File: src/rtl/video_pkg.sv
// Package for the video output stream generator.
// Contents: FSM state type vout_state_t, default size/blanking constants and
// small constant helpers used to size the position and blanking counters.
// No ports.
package video_pkg;

    typedef enum logic [1:0] {
        ST_IDLE   = 2'd0,
        ST_ACTIVE = 2'd1,
        ST_HBLANK = 2'd2
    } vout_state_t;

    localparam int DEF_DATA_W  = 8;
    localparam int DEF_WIDTH   = 640;
    localparam int DEF_HEIGHT  = 480;
    localparam int DEF_H_BLANK = 50;
    localparam int DEF_V_BLANK = 100;

    // Counter width for a range of 'value' states, never narrower than one bit
    // so a 1-line frame still gets a legal row counter.
    function automatic int clog2_min1(input int value);
        int w;
        w = $clog2(value);
        if (w < 1) begin
            return 1;
        end else begin
            return w;
        end
    endfunction

    function automatic int max_int(input int a, input int b);
        if (a > b) begin
            return a;
        end else begin
            return b;
        end
    endfunction

endpackage

File: src/rtl/video_out_stream_if.sv
// FIFO read-side handshake between the frame FIFO and video_out_stream.
// Signals: pixel_in (show-ahead head word), fifo_avail (FIFO non-empty),
// r_ack (pop, one clk per consumed word).
// Modports: master = FIFO side, slave = pixel consumer (video_out_stream).
interface video_out_stream_if
    import video_pkg::*;
#(
    parameter int DATA_W = DEF_DATA_W
) ();
    logic [DATA_W-1:0] pixel_in;
    logic              fifo_avail;
    logic              r_ack;

    modport master (output pixel_in, output fifo_avail, input r_ack);
    modport slave  (input pixel_in, input fifo_avail, output r_ack);
endinterface

File: src/rtl/video_out_timing.sv
// Frame timing FSM for video_out_stream: IDLE (vertical blanking), ACTIVE
// (pixels of a line), HBLANK (line blanking). Advances only on pix_en ticks.
// Ports: clk, RST (async, active-high), pix_en, en (start permission),
// start_ok (a frame may be sourced), state, col, row, frame_end (ACTIVE on
// the last pixel of the last line).
module video_out_timing
    import video_pkg::*;
#(
    parameter int WIDTH   = DEF_WIDTH,
    parameter int HEIGHT  = DEF_HEIGHT,
    parameter int H_BLANK = DEF_H_BLANK,
    parameter int V_BLANK = DEF_V_BLANK,
    parameter int COL_W   = clog2_min1(WIDTH),
    parameter int ROW_W   = clog2_min1(HEIGHT)
) (
    input  logic             clk,
    input  logic             RST,
    input  logic             pix_en,
    input  logic             en,
    input  logic             start_ok,
    output vout_state_t      state,
    output logic [COL_W-1:0] col,
    output logic [ROW_W-1:0] row,
    output logic             frame_end
);
    localparam int BLK_W = clog2_min1(max_int(H_BLANK, V_BLANK) + 1);

    localparam logic [COL_W-1:0] COL_LAST    = COL_W'(WIDTH - 1);
    localparam logic [ROW_W-1:0] ROW_LAST    = ROW_W'(HEIGHT - 1);
    localparam logic [BLK_W-1:0] BLK_V_END   = BLK_W'(V_BLANK);
    localparam logic [BLK_W-1:0] BLK_H_END   = BLK_W'(H_BLANK - 1);

    vout_state_t      state_nxt;
    logic [COL_W-1:0] col_nxt;
    logic [ROW_W-1:0] row_nxt;
    logic [BLK_W-1:0] blk;
    logic [BLK_W-1:0] blk_nxt;

    // State and counter registers.
    always_ff @(posedge clk or posedge RST) begin
        if (RST) begin
            state <= ST_IDLE;
            col   <= {COL_W{1'b0}};
            row   <= {ROW_W{1'b0}};
            blk   <= {BLK_W{1'b0}};
        end else begin
            state <= state_nxt;
            col   <= col_nxt;
            row   <= row_nxt;
            blk   <= blk_nxt;
        end
    end

    // Next-state and counter update; everything holds between pix_en ticks.
    always_comb begin
        state_nxt = state;
        col_nxt   = col;
        row_nxt   = row;
        blk_nxt   = blk;
        if (pix_en) begin
            case (state)
                ST_IDLE: begin
                    // blk saturates at V_BLANK so a late start begins immediately.
                    if ((blk == BLK_V_END) && en && start_ok) begin
                        state_nxt = ST_ACTIVE;
                        col_nxt   = {COL_W{1'b0}};
                        row_nxt   = {ROW_W{1'b0}};
                    end else if (blk != BLK_V_END) begin
                        blk_nxt = blk + BLK_W'(1);
                    end else begin
                        blk_nxt = blk;
                    end
                end
                ST_ACTIVE: begin
                    if (col == COL_LAST) begin
                        blk_nxt = {BLK_W{1'b0}};
                        if (row == ROW_LAST) begin
                            state_nxt = ST_IDLE;
                        end else begin
                            state_nxt = ST_HBLANK;
                            row_nxt   = row + ROW_W'(1);
                        end
                    end else begin
                        col_nxt = col + COL_W'(1);
                    end
                end
                ST_HBLANK: begin
                    // Mid-frame lines start regardless of FIFO level; a short
                    // FIFO shows up as underflow rather than a timing slip.
                    if (blk == BLK_H_END) begin
                        state_nxt = ST_ACTIVE;
                        col_nxt   = {COL_W{1'b0}};
                    end else begin
                        blk_nxt = blk + BLK_W'(1);
                    end
                end
                default: begin
                    state_nxt = ST_IDLE;
                    col_nxt   = {COL_W{1'b0}};
                    row_nxt   = {ROW_W{1'b0}};
                    blk_nxt   = {BLK_W{1'b0}};
                end
            endcase
        end else begin
            state_nxt = state;
        end
    end

    // Last pixel of the frame is being emitted this tick.
    always_comb begin
        frame_end = (state == ST_ACTIVE) && (col == COL_LAST) && (row == ROW_LAST);
    end

endmodule

File: src/rtl/video_out_stream.sv
// Video output generator: drains a show-ahead FIFO and emits frame_valid,
// line_valid and pixel_out with programmable active size and blanking.
// Ports: clk, RST (async, active-high), pix_en (pixel-rate strobe), en (start
// permission), fifo (FIFO read handshake, slave side), pixel_out,
// frame_valid, line_valid, frame_done (one-clk end-of-frame pulse),
// underflow (sticky), underflow_clr.
// Optional feature macro VIDEO_OUT_PATTERN_EN adds input pattern_sel which,
// when 1 at frame start, replaces FIFO data with a col^row test pattern.
module video_out_stream
    import video_pkg::*;
#(
    parameter int DATA_W  = DEF_DATA_W,
    parameter int WIDTH   = DEF_WIDTH,
    parameter int HEIGHT  = DEF_HEIGHT,
    parameter int H_BLANK = DEF_H_BLANK,
    parameter int V_BLANK = DEF_V_BLANK
) (
    input  logic              clk,
    input  logic              RST,
    input  logic              pix_en,
    input  logic              en,
    video_out_stream_if.slave fifo,
    output logic [DATA_W-1:0] pixel_out,
    output logic              frame_valid,
    output logic              line_valid,
    output logic              frame_done,
    output logic              underflow,
`ifdef VIDEO_OUT_PATTERN_EN
    input  logic              pattern_sel,
`endif
    input  logic              underflow_clr
);
    localparam int COL_W = clog2_min1(WIDTH);
    localparam int ROW_W = clog2_min1(HEIGHT);

    vout_state_t       state_s;
    logic [COL_W-1:0]  col_s;
    logic [ROW_W-1:0]  row_s;
    logic              frame_end_s;
    logic              start_ok_s;
    logic              use_fifo_s;
    logic [DATA_W-1:0] pat_pix_s;
    logic [DATA_W-1:0] pix_sel_s;
    logic              active_tick_s;
    logic              uf_set_s;

    video_out_timing #(
        .WIDTH  (WIDTH),
        .HEIGHT (HEIGHT),
        .H_BLANK(H_BLANK),
        .V_BLANK(V_BLANK),
        .COL_W  (COL_W),
        .ROW_W  (ROW_W)
    ) u_timing (
        .clk      (clk),
        .RST      (RST),
        .pix_en   (pix_en),
        .en       (en),
        .start_ok (start_ok_s),
        .state    (state_s),
        .col      (col_s),
        .row      (row_s),
        .frame_end(frame_end_s)
    );

`ifdef VIDEO_OUT_PATTERN_EN
    localparam int XOR_W = max_int(DATA_W, max_int(COL_W, ROW_W));

    logic             pattern_r;
    logic [XOR_W-1:0] pat_xor_s;

    // pattern_sel is captured on every idle tick, so the value seen on the
    // start tick is frozen for the whole frame.
    always_ff @(posedge clk or posedge RST) begin
        if (RST) begin
            pattern_r <= 1'b0;
        end else if (pix_en && (state_s == ST_IDLE)) begin
            pattern_r <= pattern_sel;
        end else begin
            pattern_r <= pattern_r;
        end
    end

    // Pattern source: a pattern frame may start with an empty FIFO.
    always_comb begin
        pat_xor_s  = XOR_W'(col_s) ^ XOR_W'(row_s);
        pat_pix_s  = pat_xor_s[DATA_W-1:0];
        start_ok_s = fifo.fifo_avail | pattern_sel;
        use_fifo_s = ~pattern_r;
    end
`else
    logic unused_pos_s;

    // Without the pattern generator the frame position is not needed here.
    always_comb begin
        unused_pos_s = ^{col_s, row_s};
        pat_pix_s    = {DATA_W{1'b0}};
        start_ok_s   = fifo.fifo_avail;
        use_fifo_s   = 1'b1;
    end
`endif

    // FIFO pop, underflow detection and pixel source select.
    always_comb begin
        active_tick_s = pix_en && (state_s == ST_ACTIVE);
        fifo.r_ack    = active_tick_s && use_fifo_s && fifo.fifo_avail;
        uf_set_s      = active_tick_s && use_fifo_s && !fifo.fifo_avail;
        if (!use_fifo_s) begin
            pix_sel_s = pat_pix_s;
        end else if (fifo.fifo_avail) begin
            pix_sel_s = fifo.pixel_in;
        end else begin
            pix_sel_s = {DATA_W{1'b0}};
        end
    end

    // Registered video outputs; they decode the state of the same tick, so
    // they trail the FSM by one pix_en tick.
    always_ff @(posedge clk or posedge RST) begin
        if (RST) begin
            pixel_out   <= {DATA_W{1'b0}};
            frame_valid <= 1'b0;
            line_valid  <= 1'b0;
            frame_done  <= 1'b0;
            underflow   <= 1'b0;
        end else begin
            // frame_done is one clk wide even though pix_en is a slower strobe.
            frame_done <= pix_en && frame_end_s;
            if (pix_en) begin
                line_valid  <= (state_s == ST_ACTIVE);
                frame_valid <= (state_s != ST_IDLE);
                if (state_s == ST_ACTIVE) begin
                    pixel_out <= pix_sel_s;
                end else begin
                    pixel_out <= pixel_out;
                end
            end else begin
                line_valid <= line_valid;
            end
            // A new underflow in the clear cycle keeps the flag set.
            if (uf_set_s) begin
                underflow <= 1'b1;
            end else if (underflow_clr) begin
                underflow <= 1'b0;
            end else begin
                underflow <= underflow;
            end
        end
    end

endmodule

File: src/flat_wrapper.sv
// flat-port wrapper written by rule: the top's interface ports become plain ports
module video_out_stream_flat import video_pkg::*;
#(
    parameter int DATA_W  = DEF_DATA_W,
    parameter int WIDTH   = DEF_WIDTH,
    parameter int HEIGHT  = DEF_HEIGHT,
    parameter int H_BLANK = DEF_H_BLANK,
    parameter int V_BLANK = DEF_V_BLANK
)
  (clk, RST, pix_en, en, pixel_out, frame_valid, line_valid, frame_done, underflow, underflow_clr, fifo_pixel_in, fifo_fifo_avail, fifo_r_ack);
  video_out_stream_if #(.DATA_W(DATA_W)) fifo_i ();
  input  logic clk;
  input  logic RST;
  input  logic pix_en;
  input  logic en;
  output logic [DATA_W-1:0] pixel_out;
  output logic frame_valid;
  output logic line_valid;
  output logic frame_done;
  output logic underflow;
  input  logic underflow_clr;
  input wire logic [$bits(fifo_i.pixel_in)-1:0] fifo_pixel_in;
  input wire logic [$bits(fifo_i.fifo_avail)-1:0] fifo_fifo_avail;
  output wire logic [$bits(fifo_i.r_ack)-1:0] fifo_r_ack;
  assign fifo_i.pixel_in = fifo_pixel_in;
  assign fifo_i.fifo_avail = fifo_fifo_avail;
  assign fifo_r_ack = fifo_i.r_ack;
  video_out_stream #(.DATA_W(DATA_W), .WIDTH(WIDTH), .HEIGHT(HEIGHT), .H_BLANK(H_BLANK), .V_BLANK(V_BLANK)) u_core (.clk(clk), .RST(RST), .pix_en(pix_en), .en(en), .fifo(fifo_i), .pixel_out(pixel_out), .frame_valid(frame_valid), .line_valid(line_valid), .frame_done(frame_done), .underflow(underflow), .underflow_clr(underflow_clr));
endmodule
File: config.mk
export PLATFORM = sky130hd
export DESIGN_NAME = video_out_stream_flat
export DESIGN_NICKNAME = d
export VERILOG_FILES = /design/src/rtl/video_pkg.sv /design/src/rtl/video_out_stream_if.sv /design/src/rtl/video_out_timing.sv /design/src/rtl/video_out_stream.sv /design/src/flat_wrapper.sv
export SDC_FILE = /design/constraint.sdc
export NUM_CORES = 1
export LEC_CHECK = 0
export CAP_MARGIN = 0
export CORE_MARGIN = 5
export CORE_UTILIZATION = 55
export DETAILED_ROUTE_END_ITERATION = 8
export PLACE_DENSITY_LB_ADDON = 0.3
export SLEW_MARGIN = 5
export SYNTH_ARGS = -nofsm -noshare
export SYNTH_HDL_FRONTEND = slang
export SYNTH_SLANG_ARGS = --single-unit
File: constraint.sdc
create_clock -name clk -period 2.6 [get_ports clk]
set_clock_uncertainty 0.15 [all_clocks]
set_input_delay 0.52 -clock clk [delete_from_list [all_inputs] [get_ports clk]]
set_output_delay 0.52 -clock clk [all_outputs]
set_load 0.01 [all_outputs]
Word level (Yosys, flattened, before mapping)
Cells that the tools add are included.

Register bits: 40. Input port bits: 14. Output and inout bits: 13. Logic and storage cells: 66.

Add/subtract/negate cells: 3. Eq/ne operators: 15. Multiplexer cells: 21. Bitwise gates (word level): 1. Reduce and logical (&&, ||, !) cells: 17.

Operators with widths (number): $mux 10 (3); $pmux 10 s3 (1); $mux 7 (4); $mux 9 (3); $pmux 9 s3 (1); $pmux 7 s3 (1); $ne 2x2->1 const B (8); $add 10x1->10 const B (1); $eq 10x10->1 const B (1); $reduce_and 5->1 (2); $add 9x1->9 const B (1); $eq 9x9->1 const B (1); $logic_and 1x1->1 (8); $mux 2 (4); $mux 8 (1); $reduce_and 4->1 (2); $add 7x1->7 const B (1); $eq 7x6->1 const B (1); $eq 7x7->1 const B (1); $ne 7x7->1 const B (1); $pmux 2 s3 (1); $reduce_bool 2->1 (2); $eq 2x1->1 const B (1); $eq 2x2->1 const B (1); other kinds (5) (6).

Logic depth before layout (Yosys ltp)
Word-level depth: 5. Gate-level depth with buffers: 7. Gate-level depth less buffers: 6.

By module
From an unflattened synthesis, not the netlist that was laid out.

Cells, all modules: 237. Area, all modules: 2184.6 um^2.

Modules (own cells, without submodules): video_out_timing (instances 1, cells an instance 187, area each 1662.8 um^2, sequential area each 700.7 um^2); video_out_stream (instances 1, cells an instance 50, area each 521.8 um^2, sequential area each 300.3 um^2).

Worst setup path after synthesis
No wires, ideal clock.

Kind: reg-to-output. From: reg u_core.u_timing.state[1]. To: out fifo_r_ack. Arrival: 1278 ps. Required time: 1930 ps. Path slack: 652 ps. Cell stages (with the launch flop): 5. Path buffers: 2. Cells stage by stage: dfrtp_1 -> buf_2 -> nor2b_1 -> clkbuf_1 -> and3_1.

Cells in the longest elaborated chain, start to end: 3.

RTL lines: from (decl) (line video_out_timing.sv:21) `output vout_state_t state,`; from (signal assigned) (line video_out_timing.sv:47) `state <= state_nxt;`; $eq 2x1->1 (line video_out_stream.sv:105) `active_tick_s = pix_en && (state_s == ST_ACTIVE);`; $logic_and 1x1->1 (line video_out_stream.sv:105); $logic_and 1x1->1 (line video_out_stream.sv:106) `fifo.r_ack = active_tick_s && use_fifo_s && fifo.fifo_avail;`; to (decl) (line flat_wrapper.sv:24) `output wire logic [$bits(fifo_i.r_ack)-1:0] fifo_r_ack;`.

No other way between the ends.

Worst setup path after layout
From: in pix_en. To: out fifo_r_ack.

Cells in the longest elaborated chain, start to end: 2.

RTL lines: from (decl) (line flat_wrapper.sv:14) `input logic pix_en;`; $logic_and 1x1->1 (line video_out_stream.sv:105); $logic_and 1x1->1 (line video_out_stream.sv:106).

No other way between the ends.

==> qor.yml <==
antenna_found_initial: 0
fin_area_sq_um: 2696
syn-cell-area_sq_um: 2270
yosys-top-cells-area: "dfrtp_1 (44%), a31oi_1 (4.7%), nand2_1 (4.3%)"
diodes: 0
required_ns: 1.93
hold_path.class: "flop to flop"
critPathMaxFanout: 2
finalCriticalPeriod_ns: 2.392
cts_root_buf: "clkbuf_8"
port_buffers: 26
power_density_nw_per_um2: 578.2
max-vdd-ir-drop_mv: 0.3953
syn_inst: 238
num_io_pins: 27
ys_warn_count: 0
r2r_cells: 6
ys_ff_latch: 40
final_cell_mix: "dfrtp_1 (40), nand2_1 (26), clkdlybuf4s50_1 (26), a31oi_1 (17), inv_1 (14)"
wl_per_cell_um: 15.89
cts_htree_levels: 2
cpMaxStageDelayCell: "clkdlybuf4s50_1"
final_common_cell: "dfrtp_1"
gp_congestion: 0.8362
pwr-share-seq_pct: 51.2
startpoint_type: "input pin"
start_util_pct: 56.74
via_count: 1968
synth_cell_types: 53
drtPass1Iterations: 4
hold_depth: 2
worstMarginPinSlew_ns: 0.6452
area_delta_synth_final_pct: 18.80
r2r_slack_ns: 0.50
synth_nets: 257
power_leakage_nw: 1.187
yosysTopAreaCell: "dfrtp_1"
cts_tree: "built"
critical-path-max-stage-delay_ns: 0.54
grt.overflow.total: 0
critPathArrivalTime_ns: 1.72
r2r_start: "u_core.u_timing.blk[0]"
cts.clk_slew.worst_paths_ns: 0.07
internal_power_mw: 1.079
fmax_mhz: 418.0
critPathMostFrequentCell: "clkdlybuf4s50_1"
grt_setup_unrepaired: "false"
critPathKind: "input pin to primary output"
die_y_um: 74.24
grt_pass1_vias: 1906
drive_gt1_share_pct: 10.78
ys_seq_area_share_pct: 44.10
dpl-instance-area_sq_um: 2604
final.period_utilization_pct: 92.01
crit_path_end_kind: "primary output"
yosys_most_used_dff: "dfrtp_1"
fin_nets: 287
die_w_um: 74.24
placementRows: 23
grt_pass1_wl_mm: 8.749
cp-startpoint: "pix_en"
crit_chain: "clkdlybuf4s50_1 > and3_1 > clkdlybuf4s50_1"
core_area_sq_um: 4000
synth_edf_count: 0
ant_nets: 0
async_reset_ff_share_pct: 100.0
post_cts_buffers: 0
wl_mm: 5.070
timing_hold_violations_final: 0
setup_viol: 0
net-switching-power_mw: 0.4802
rr_endpoint: "u_core.u_timing.col[7]"
synth_top_cell_area_share_pct: 44.10
status: "complete, no violations"
cts_resized: 0
first_iter_violations: 151
hpwl_mm: 3.569
avgSynthCellArea_sq_um: 9.536
grt_max_degree: 41
power.share.switching_pct: 30.80
vias_per_cell: 6.169
timing.max_cap.violations: 0
endpoint: "fifo_r_ack"
grt_usage_pct: 20.70
dieArea_sq_um: 5512
p_clk_share_pct: 27.3
drv_slew: 0
cts-buffers-inserted: 5
cts_buffer_depth: 2
cts.sinks: 40
fin_tns_setup_ns: 0
insertion_delay_ns: 0.29
drcViolationCount: 0
power_frac_comb_pct: 21.4
relSlewSlack_pct: 56.59
hold_buffers: 0
==> critical path, delay by kind of cell <==
kind | cells | cell delay [ns]
and+or+nand+nor | 1 | 0.17
buffers and inverters | 2 | 1.03
==> worst min path at each step <==
stage	end	slack [ns]	start
2_1_floorplan	u_core.u_timing.row[7]	0.30	u_core.u_timing.row[7]
3_3_place_gp	u_core.pixel_out[5]	0.32	u_core.pixel_out[5]
3_5_place_dp	u_core.pixel_out[3]	0.33	u_core.pixel_out[3]
5_1_grt	u_core.u_timing.row[7]	0.37	u_core.u_timing.row[7]
4_1_cts	u_core.pixel_out[3]	0.35	u_core.pixel_out[3]
6_report	u_core.pixel_out[4]	0.34	u_core.pixel_out[4]
==> area by class of cell <==
type | instances | area (sq um)
flip-flops and latches | 40 | 1001
inverters | 14 | 52.55
fillers | 339 | 1304
clock inverters | 2 | 10.01
well taps | 50 | 62.56
repair buffers | 36 | 335.3
clock buffers | 6 | 82.58
multi-input cells | 171 | 1152
==> per-layer routing <==
metal,vias to the layer above,global-route usage [%],share of wire (%)
met1,966,26.44,45
met4,0,7.708,1.4
li1,962,-,-
met3,7,4.595,3.6
met5,-,0,0
met2,33,34.55,50
==> power by group through the flow <==
stage | combinational, mW | clock (mW) | sequential, mW
5_1_grt | 0.378 | 0.463 | 0.813
6_report | 0.334 | 0.426 | 0.799
3_5_place_dp | 0.338 | 0 | 0.808
3_3_place_gp | 0.325 | 0 | 0.804
4_1_cts | 0.339 | 0.438 | 0.796
2_1_floorplan | 0.235 | 0 | 0.785
==> metrics by stage <==
step	hold slack, ns	instances	worst slack, ns	power, mW	util, %
after floorplan	0.3027	238	0.6519	1.021	-
after global placement	0.3171	311	0.1799	1.129	65.09
after detailed placement	0.3304	311	0.1762	1.146	65.09
after CTS	0.3479	319	0.1894	1.573	67.41
after global routing	0.3682	319	0.1521	1.655	67.41
final	0.3431	319	0.2076	1.559	67.41
==> sequential cells by signal, summed over array words and instances, names as in the netlist <==
| signal | flops |
|---|---|
| u_core.frame_done | 1 |
| u_core.frame_valid | 1 |
| u_core.line_valid | 1 |
| u_core.pixel_out | 8 |
| u_core.u_timing.blk | 7 |
| u_core.u_timing.col | 10 |
| u_core.u_timing.row | 9 |
| u_core.u_timing.state | 2 |
| u_core.underflow | 1 |
==> cell families (layout without fill, tap and decap cells) <==
group / Yosys count / in the layout / synth area share (%)
AND/OR/NAND/NOR: 86 / 86 / 23.21
AO/OA/AOI/OAI: 77 / 77 / 23.48
flip-flops: 40 / 40 / 44.10
buffers and inverters: 27 / 58 / 5.127
adder cells (fa/ha/maj): 5 / 5 / 2.756
multiplexers: 3 / 3 / 1.323
==> cells in the mapped netlist (3+ instances only) <==
library cell	n
dfrtp_1	40
nand2_1	26
a31oi_1	17
inv_1	14
nand3_1	13
o21ai_1	12
a21oi_1	11
and3_1	8
nor2_1	8
buf_2	6
clkbuf_1	6
ha_1	5
a41oi_1	4
and2_1	4
nand4_1	4
o211ai_1	4
o21a_1	4
o21ai_0	4
mux2i_1	3
No activity file was read; power rests on OpenSTA's default activity.
